[src/rtl/fifo_pkg.sv]
// Shared constants for the FIFO read controller: output buffer depth and
// burst FSM state encoding.
package fifo_pkg;

    // Output buffer holds at most this many beats.
    localparam int BUF_DEPTH = 2;

    // Burst FSM state encoding.
    localparam logic [1:0] ST_IDLE  = 2'd0;
    localparam logic [1:0] ST_BURST = 2'd1;
    localparam logic [1:0] ST_DRAIN = 2'd2;

endpackage

[src/rtl/fifo_rd_skid.sv]
// Two-entry in-order output buffer. Entry 0 is always the head; a pop
// shifts entry 1 down. occ_o reports how many entries are valid.
module fifo_rd_skid
    import fifo_pkg::*;
#(
    parameter int DATA_WIDTH = 8
) (
    input  logic                  clk,
    input  logic                  rst,
    input  logic                  push_i,
    input  logic [DATA_WIDTH-1:0] din_i,
    input  logic                  pop_i,
    output logic [1:0]            occ_o,
    output logic [DATA_WIDTH-1:0] dout_o
);

    logic [1:0]            occ_q, occ_d;
    logic [DATA_WIDTH-1:0] e0_q, e0_d;
    logic [DATA_WIDTH-1:0] e1_q, e1_d;
    logic                  full;
    logic                  do_pop;

    assign full   = (occ_q == 2'(BUF_DEPTH));
    assign do_pop = pop_i && (occ_q != 2'd0);

    // Next-state for occupancy and entries; push while full is dropped
    // unless a pop frees a slot in the same cycle.
    always_comb begin
        occ_d = occ_q;
        e0_d  = e0_q;
        e1_d  = e1_q;
        case ({push_i, do_pop})
            2'b10: begin
                if (!full) begin
                    if (occ_q == 2'd0) e0_d = din_i;
                    else               e1_d = din_i;
                    occ_d = occ_q + 2'd1;
                end
            end
            2'b01: begin
                e0_d  = e1_q;
                occ_d = occ_q - 2'd1;
            end
            2'b11: begin
                // Occupancy unchanged; new beat lands behind the survivor.
                if (occ_q == 2'd1) begin
                    e0_d = din_i;
                end else begin
                    e0_d = e1_q;
                    e1_d = din_i;
                end
            end
            default: ;
        endcase
    end

    // Buffer registers with synchronous reset.
    always_ff @(posedge clk) begin
        if (rst) begin
            occ_q <= 2'd0;
            e0_q  <= '0;
            e1_q  <= '0;
        end else begin
            occ_q <= occ_d;
            e0_q  <= e0_d;
            e1_q  <= e1_d;
        end
    end

    assign occ_o  = occ_q;
    assign dout_o = e0_q;

endmodule

[src/rtl/fifo_rd_ctrl.sv]
// FIFO read controller: pulls words from a synchronous-read FIFO into a
// two-entry output buffer and presents them as a valid/ready stream.
// Reads are credit-limited so the buffer can never overflow, giving one
// beat per cycle when the sink is always ready.
// Build option: define FIFO_RD_CTRL_BURST_EN to gate reads through an
// IDLE/BURST/DRAIN FSM issuing BURST_LEN-beat bursts.
module fifo_rd_ctrl
    import fifo_pkg::*;
#(
    parameter int DATA_WIDTH = 8,
    parameter int BURST_LEN  = 4
) (
    input  logic                  clk,
    input  logic                  rst,
    input  logic                  fifo_empty,
    input  logic                  fifo_almost_empty,
    input  logic [DATA_WIDTH-1:0] fifo_dout,
    output logic                  fifo_rd_en,
    input  logic                  flush,
    output logic                  out_valid,
    input  logic                  out_ready,
    output logic [DATA_WIDTH-1:0] out_data,
    output logic                  busy
);

    localparam logic [4:0] BL = 5'(BURST_LEN);

    logic                  pending_q, pending_d;
    logic [1:0]            occ;
    logic                  pop;
    logic                  credit_ok;
    logic                  rd_gate;
    logic                  busy_int;
    logic [2:0]            fill_cnt;
    logic [2:0]            limit;

    // A read issued now lands in the buffer after the word returns, so
    // count it against the buffer as soon as it is in flight.
    assign fill_cnt  = {1'b0, occ} + {2'b00, pending_q};
    assign limit     = 3'(BUF_DEPTH) + {2'b00, pop};
    assign credit_ok = (fill_cnt < limit);

    assign pop        = out_valid && out_ready;
    assign busy_int   = pending_q || (occ != 2'd0);
    assign fifo_rd_en = !rst && !fifo_empty && credit_ok && rd_gate;
    assign out_valid  = !rst && (occ != 2'd0);
    assign busy       = !rst && busy_int;
    assign pending_d  = fifo_rd_en;

    // Tracks the read whose data appears on fifo_dout next cycle.
    always_ff @(posedge clk) begin
        if (rst) pending_q <= 1'b0;
        else     pending_q <= pending_d;
    end

`ifdef FIFO_RD_CTRL_BURST_EN
    logic [1:0] state_q, state_d;
    logic [4:0] cnt_q, cnt_d;

    assign rd_gate = (state_q == ST_BURST);

    // Burst sequencing: start on enough data or flush, stop after
    // BURST_LEN reads or when the FIFO runs dry, then wait for idle.
    always_comb begin
        state_d = state_q;
        cnt_d   = cnt_q;
        case (state_q)
            ST_IDLE: begin
                if (!fifo_almost_empty || (flush && !fifo_empty)) begin
                    state_d = ST_BURST;
                    cnt_d   = 5'd0;
                end
            end
            ST_BURST: begin
                if (fifo_rd_en) begin
                    cnt_d = cnt_q + 5'd1;
                    if (cnt_q + 5'd1 == BL) state_d = ST_DRAIN;
                end else if (fifo_empty) begin
                    state_d = ST_DRAIN;
                end
            end
            ST_DRAIN: begin
                if (!busy_int) state_d = ST_IDLE;
            end
            default: state_d = ST_IDLE;
        endcase
    end

    // FSM state and beat counter.
    always_ff @(posedge clk) begin
        if (rst) begin
            state_q <= ST_IDLE;
            cnt_q   <= 5'd0;
        end else begin
            state_q <= state_d;
            cnt_q   <= cnt_d;
        end
    end
`else
    // Stream mode: only emptiness and credit limit reads.
    assign rd_gate = 1'b1;

    logic unused_cfg;
    assign unused_cfg = ^{flush, fifo_almost_empty, BL, ST_IDLE, ST_BURST, ST_DRAIN};
`endif

    fifo_rd_skid #(
        .DATA_WIDTH(DATA_WIDTH)
    ) u_skid (
        .clk    (clk),
        .rst    (rst),
        .push_i (pending_q),
        .din_i  (fifo_dout),
        .pop_i  (pop),
        .occ_o  (occ),
        .dout_o (out_data)
    );

endmodule

[config.mk]
export PLATFORM = sky130hd
export DESIGN_NAME = fifo_rd_ctrl
export DESIGN_NICKNAME = d
export VERILOG_FILES = /design/src/rtl/fifo_pkg.sv /design/src/rtl/fifo_rd_skid.sv /design/src/rtl/fifo_rd_ctrl.sv
export SDC_FILE = /design/constraint.sdc
export NUM_CORES = 1
export LEC_CHECK = 0
export ABC_AREA = 1
export ABC_CLOCK_PERIOD_IN_PS = 3350
export BUFFER_PORTS_ARGS = -buffer_cell sky130_fd_sc_hd__buf_4
export CAP_MARGIN = 30
export CORE_AREA = 8 8 54 56
export CTS_CLUSTER_SIZE = 30
export DETAILED_ROUTE_END_ITERATION = 10
export DIE_AREA = 0 0 62 64
export PLACE_DENSITY = 0.73
export REMOVE_ABC_BUFFERS = 1
export SYNTH_ARGS = -nofsm -noshare
export SYNTH_HDL_FRONTEND = slang
export SYNTH_SLANG_ARGS = --single-unit
[constraint.sdc]
create_clock -name clk -period 3.35 [get_ports clk]
set_input_delay 0.67 -clock clk [delete_from_list [all_inputs] [get_ports clk]]
set_output_delay 0.67 -clock clk [all_outputs]
set_load 0.02 [all_outputs]
# Word level (Yosys, flattened, before mapping)

Cells that the tools add are included.

Add/sub/neg operators: 4
Order comparisons: 1
Eq/ne operators: 9
Mux-type cells: 10
Reduce and logical (&&, ||, !) cells: 17

Operators with widths:

| kind                                             | count |
|---|---|
| 2-to-1 mux 8 bit                                 | 6 |
| one-hot mux 8 bit (3 select lines)               | 1 |
| one-hot mux 8 bit (2 select lines)               | 1 |
| == test 2 bit, second input constant             | 3 |
| logical AND 1 bit                                | 6 |
| != test 2 bit, second input constant             | 3 |
| nonzero test 2 bit                               | 3 |
| == test 2 x 1 -> 1 bit, second input constant    | 2 |
| one-hot mux 2 bit (2 select lines)               | 1 |
| AND reduction 4 bit                              | 1 |
| adder 2 x 1 -> 3 bit                             | 1 |
| adder 2 x 1 -> 3 bit, first input constant       | 1 |
| < comparator 3 bit                               | 1 |
| AND reduction 3 bit                              | 1 |
| nonzero test 3 bit                               | 1 |
| adder 2 x 1 -> 2 bit, second input constant      | 1 |
| zero test 1 bit                                  | 2 |
| zero test 2 bit                                  | 1 |
| 2-to-1 mux 2 bit                                 | 1 |
| != test 2 x 1 -> 1 bit, second input constant    | 1 |
| AND reduction 2 bit                              | 1 |
| subtractor 2 x 1 -> 2 bit, second input constant | 1 |
| logical OR 1 bit                                 | 1 |

Register bits: 19
Word-level logic and storage cells: 45

# Longest topological paths before layout

Depth in word-level cells: 7
Mapped depth: 10
Gate-level depth less buffers: 9

# By module

A second synthesis with hierarchy kept.

Cells, all modules: 147
Area total of the unflattened synthesis: 1,096.1 um^2

Modules (own cells, without submodules):

| module       | instances | cells each | area each (um^2) | sequential area each (um^2) |
|---|---|---|---|---|
| fifo_rd_skid | 1         | 128        | 977.2            | 360.3 |
| fifo_rd_ctrl | 1         | 19         | 118.9            | 20.0 |

# Least setup slack after synthesis

OpenSTA, ideal clock, no wires.

Path type: reg-to-output
Start point: register u_skid.occ_q[0] (netlist: u_skid.occ_o[0])
End point: output port fifo_rd_en
Arrival: 1.679 ns
Required time: 2.680 ns
Setup slack: 1.001 ns
Stages on the path, launching flop included: 7
Path buffers: 0
Cells stage by stage: dfxtp_1 -> inv_1 -> ha_1 -> nor2_4 -> nand2_4 -> or2_2 -> a21oi_1

Longest elaborated chain between the ends: 6

Ends and longest elaborated chain:

| item                     | RTL line           | RTL |
|---|---|---|
| start: declaration       | fifo_rd_skid.sv:17 | `logic [1:0] occ_q, occ_d;` |
| start signal: assignment | fifo_rd_skid.sv:60 | `occ_q <= 2'd0;` |
| start signal: assignment | fifo_rd_skid.sv:64 | `occ_q <= occ_d;` |
| nonzero test 2 bit       | fifo_rd_ctrl.sv:46 | `assign out_valid = !rst && (occ != 2'd0);` |
| logical AND 1 bit        | fifo_rd_ctrl.sv:46 |  |
| named net out_valid      | fifo_rd_ctrl.sv:20 | `output logic out_valid,` |
| logical AND 1 bit        | fifo_rd_ctrl.sv:43 | `assign pop = out_valid && out_ready;` |
| adder 2 x 1 -> 3 bit     | fifo_rd_ctrl.sv:40 | `assign limit = 3'(BUF_DEPTH) + {2'b00, pop};` |
| < comparator 3 bit       | fifo_rd_ctrl.sv:41 | `assign credit_ok = (fill_cnt < limit);` |
| logical AND 1 bit        | fifo_rd_ctrl.sv:45 | `assign fifo_rd_en = !rst && !fifo_empty && credit_ok && rd_gate;` |
| end: declaration         | fifo_rd_ctrl.sv:18 | `output logic fifo_rd_en,` |

The timed path passes the listed nets, and every way through them passes these cells.

# Worst setup path in the final report

Start point: register u_skid.occ_q[0] (netlist: u_skid.occ_o[0])
End point: output port fifo_rd_en

Longest elaborated chain between the ends: 6

Ends and longest elaborated chain:

| item                   | RTL line |
|---|---|
| nonzero test 2 bit     | fifo_rd_ctrl.sv:46 |
| logical AND 1 bit      | fifo_rd_ctrl.sv:46 |
| logical AND 1 bit      | fifo_rd_ctrl.sv:43 |
| adder 2 x 1 -> 3 bit   | fifo_rd_ctrl.sv:40 |
| < comparator 3 bit (*) | fifo_rd_ctrl.sv:41 |
| logical AND 1 bit (*)  | fifo_rd_ctrl.sv:45 |

Mark *: on every way between the ends. The rest lies on a longest branch, timed or not.

==> summary.md <==
| Metric | Value |
|---|---|
| P&R area growth vs syn | 19.92% |
| Buffers on Ports | 22 |
| CTS buffer count | 3 |
| Clock latency on the worst-skew pair | ~0.29 ns |
| Power per standard cell area | just under 500 mW/mm^2 |
| P_leak | about 0.58 nW |
| Crit end category | output pin |
| FF-to-FF End | u_skid.e1_q[5]$_SDFFE_PP0P_ |
| Worst hold stages | 2 |
| R2R Setup Slk | between 1.5 and 2 ns |
| Fmax | 385.0 MHz |
| Commonest non-fill, non-tap cells in the layout | nand2_1 (23), buf_4 (23), a21oi_1 (19), dfxtp_1 (19), o21ai_0 (14) |
| Critical Path RT | between 2 and 3 ns |
| Tightest Pin Transition | ~0.61 ns |
| GPL Wtd Cong | roughly 0.84 |
| Setup CP Type | reg2out |
| CTS sink count | 19 |
| N_diodes | 0 |
| Die X | 62 microns |
| Synthesis Warnings | 0 |
| Final #Nets | roughly 180 |
| Reg2reg path depth | 8 |
| Hold buffers post-CTS | 0 |
| Multi-input gate area | approximately 520 sq um |
| Drt via density | a little under 5 |
| Avg Cell Area, Syn | around 7.4 sq um |
| Final setup viols | 0 |
| Final Skew | 0.007918 ns |
| Final worst path period need | 2.597 ns |
| Dpl cells | 180 |
| Via Count | 901 |
| Period Utilization, post-route | about 78% |
| Layout cells sized above 1 | 22.44% |
| Starting DRT DRC Count | 6 |
| Number of routed nets with antenna violations | 0 |
| Outcome | finished, final reports clean |
| Tot Pwr | approximately 0.58 mW |
| Initial antenna violation count | 0 |
| # resized after CTS | 0 |
| Filler cell count | around 220 |
| Final Hold Violating Endpoints | 0 |
| TNS Setup | 0 ns |
| Row count | 17 |
| H-tree depth | 1 |
| Slew margin rel. | 59.03% |
| Crit start category | register |
| Total gr overflow | 0 |
| WP data arrival | between 1.5 and 2 ns |
| CP max FO | 5 |
| Crit path to | fifo_rd_en |
| Non-Filler Instances | ~180 |
| Cell taking the most area after synthesis | dfxtp_1 |
| Crit path launch | u_skid.occ_o[0]$_SDFFE_PP0P_ |
| Total Wirelength | about 2 mm |
| Final HPWL DP | ~1.5 mm |
| Reg-to-reg startpoint | u_skid.occ_o[0]$_SDFFE_PP0P_ |
| GRT Total Usage | about 11% |
| Die Area | 0.003968 sq mm |
| Yosys cell types | 21 |
| Initial Util | between 40% and 50% |
| Root buf cell | clkbuf_4 |
| Peak VDD IR | 0.3178 mV |
| Die Ht | around 64 microns |
| Register area | between 300 and 400 sq um |
| Max-slew violations | 0 |
| Max-Cap Viols | 0 |
| Largest net degree at the start of global routing | 20 |
| Wire per inst | between 10 and 15 microns |
| First-pass GRT wire length | 3.594 mm |
| Top cells by area, synth | dfxtp_1 (38%), a21oi_1 (9.6%), nand2_1 (8.7%) |
| CTS tree | built |
| Synth Instances | between 100 and 150 |
| Vias in the first global route | between 800 and 900 |
| First-pass DRT Iterations | 4 |
| Ports | 25 |
| CTS clock-pin slew for the worst setup and hold paths | 0.10 ns |
| Hold Crit Class | reg2reg |
| Synthesized area | 992.2 sq um |
| Top cell type's share of synthesized area | a little under two fifths |
| Max Root-Sink Buffers | 2 |
| # DRC | 0 |
| Seq/Total Area, Yosys | roughly two fifths |
| Synthesized flop and latch total | 19 |
| Post-CTS setup buffer count | 0 |
| RSZ-0062 raised after global routing | no |
| Core footprint | roughly 0.0021 sq mm |
[kinds of logic after synthesis]
family / synth area share [%]
AND/OR/NAND/NOR: 27.11
adder cells (fa/ha/maj): 6.305
flip-flops: 38.33
buffers and inverters: 8.953
AO/OA/AOI/OAI: 19.29
[per-layer routing]
metal	track usage [%]	part of all wire, %	wire (microns)
met1	12.99	45	916
met2	19.02	49	1015
met3	2.600	5.0	103
met4	4.558	0.83	17
met5	0	0	0
[how the worst min path moves through the flow]
stage	startpoint	end	slack, ns
2_1_floorplan	u_skid.e1_q[0]$_SDFFE_PP0P_	u_skid.e1_q[0]$_SDFFE_PP0P_	0.45
3_3_place_gp	u_skid.e1_q[1]$_SDFFE_PP0P_	u_skid.e1_q[1]$_SDFFE_PP0P_	0.46
3_5_place_dp	u_skid.e1_q[1]$_SDFFE_PP0P_	u_skid.e1_q[1]$_SDFFE_PP0P_	0.47
4_1_cts	u_skid.e1_q[1]$_SDFFE_PP0P_	u_skid.e1_q[1]$_SDFFE_PP0P_	0.50
5_1_grt	u_skid.e1_q[2]$_SDFFE_PP0P_	u_skid.e1_q[2]$_SDFFE_PP0P_	0.52
6_report	u_skid.e1_q[1]$_SDFFE_PP0P_	u_skid.e1_q[1]$_SDFFE_PP0P_	0.49
[critical path: stages, from the launching register on]
cell and delay, ns:
dfxtp_1 0.38, inv_1 0.10, ha_1 0.29, nor2_4 0.20, nand2_4 0.09, or2_2 0.29
a21oi_1 0.13, buf_4 0.16
[flip-flops by register name (all words and copies together), names as in the netlist]
register and count:
u_skid.dout_o 8, u_skid.e1_q 8, u_skid.occ_o 2, pending_q 1
[where the power goes]
| group | internal, mW | switching [mW] | total (mW) |
|---|---|---|---|
| clock | 0.0462 | 0.0698 | 0.116 |
| combinational | 0.0769 | 0.120 | 0.197 |
| sequential | 0.254 | 0.0151 | 0.269 |
| total | 0.377 | 0.205 | 0.582 |
[Yosys cell counts, drive strengths merged]
master  number
nand2       27
a21oi       20
dfxtp       19
o21ai       16
inv         13
nand3       13
nor2        13
buf          5
ha           5
a21boi       1
clkinv       1
or2          1
[area by class of cell]
type	count	share of cell area, %
Clock buffer	4	2.208
Tap cell	28	2.944
Sequential cell	19	31.97
Multi-Input combinational cell	96	43.95
Timing Repair Buffer	23	14.51
Inverter	14	4.416
[stage by stage]
stage          instance area [sq um]  hold slack, ns  setup WS, ns  util [%]
2_1_floorplan                  955.9          0.4463         1.001         -
3_3_place_gp                    1164          0.4590         1.074     55.26
3_5_place_dp                    1164          0.4701         1.062     55.26
4_1_cts                         1190          0.4990        0.7279     56.51
5_1_grt                         1190          0.5185        0.6262     56.51
6_report                        1190          0.4944        0.7529     56.51
(Power assumes the default switching activity.)
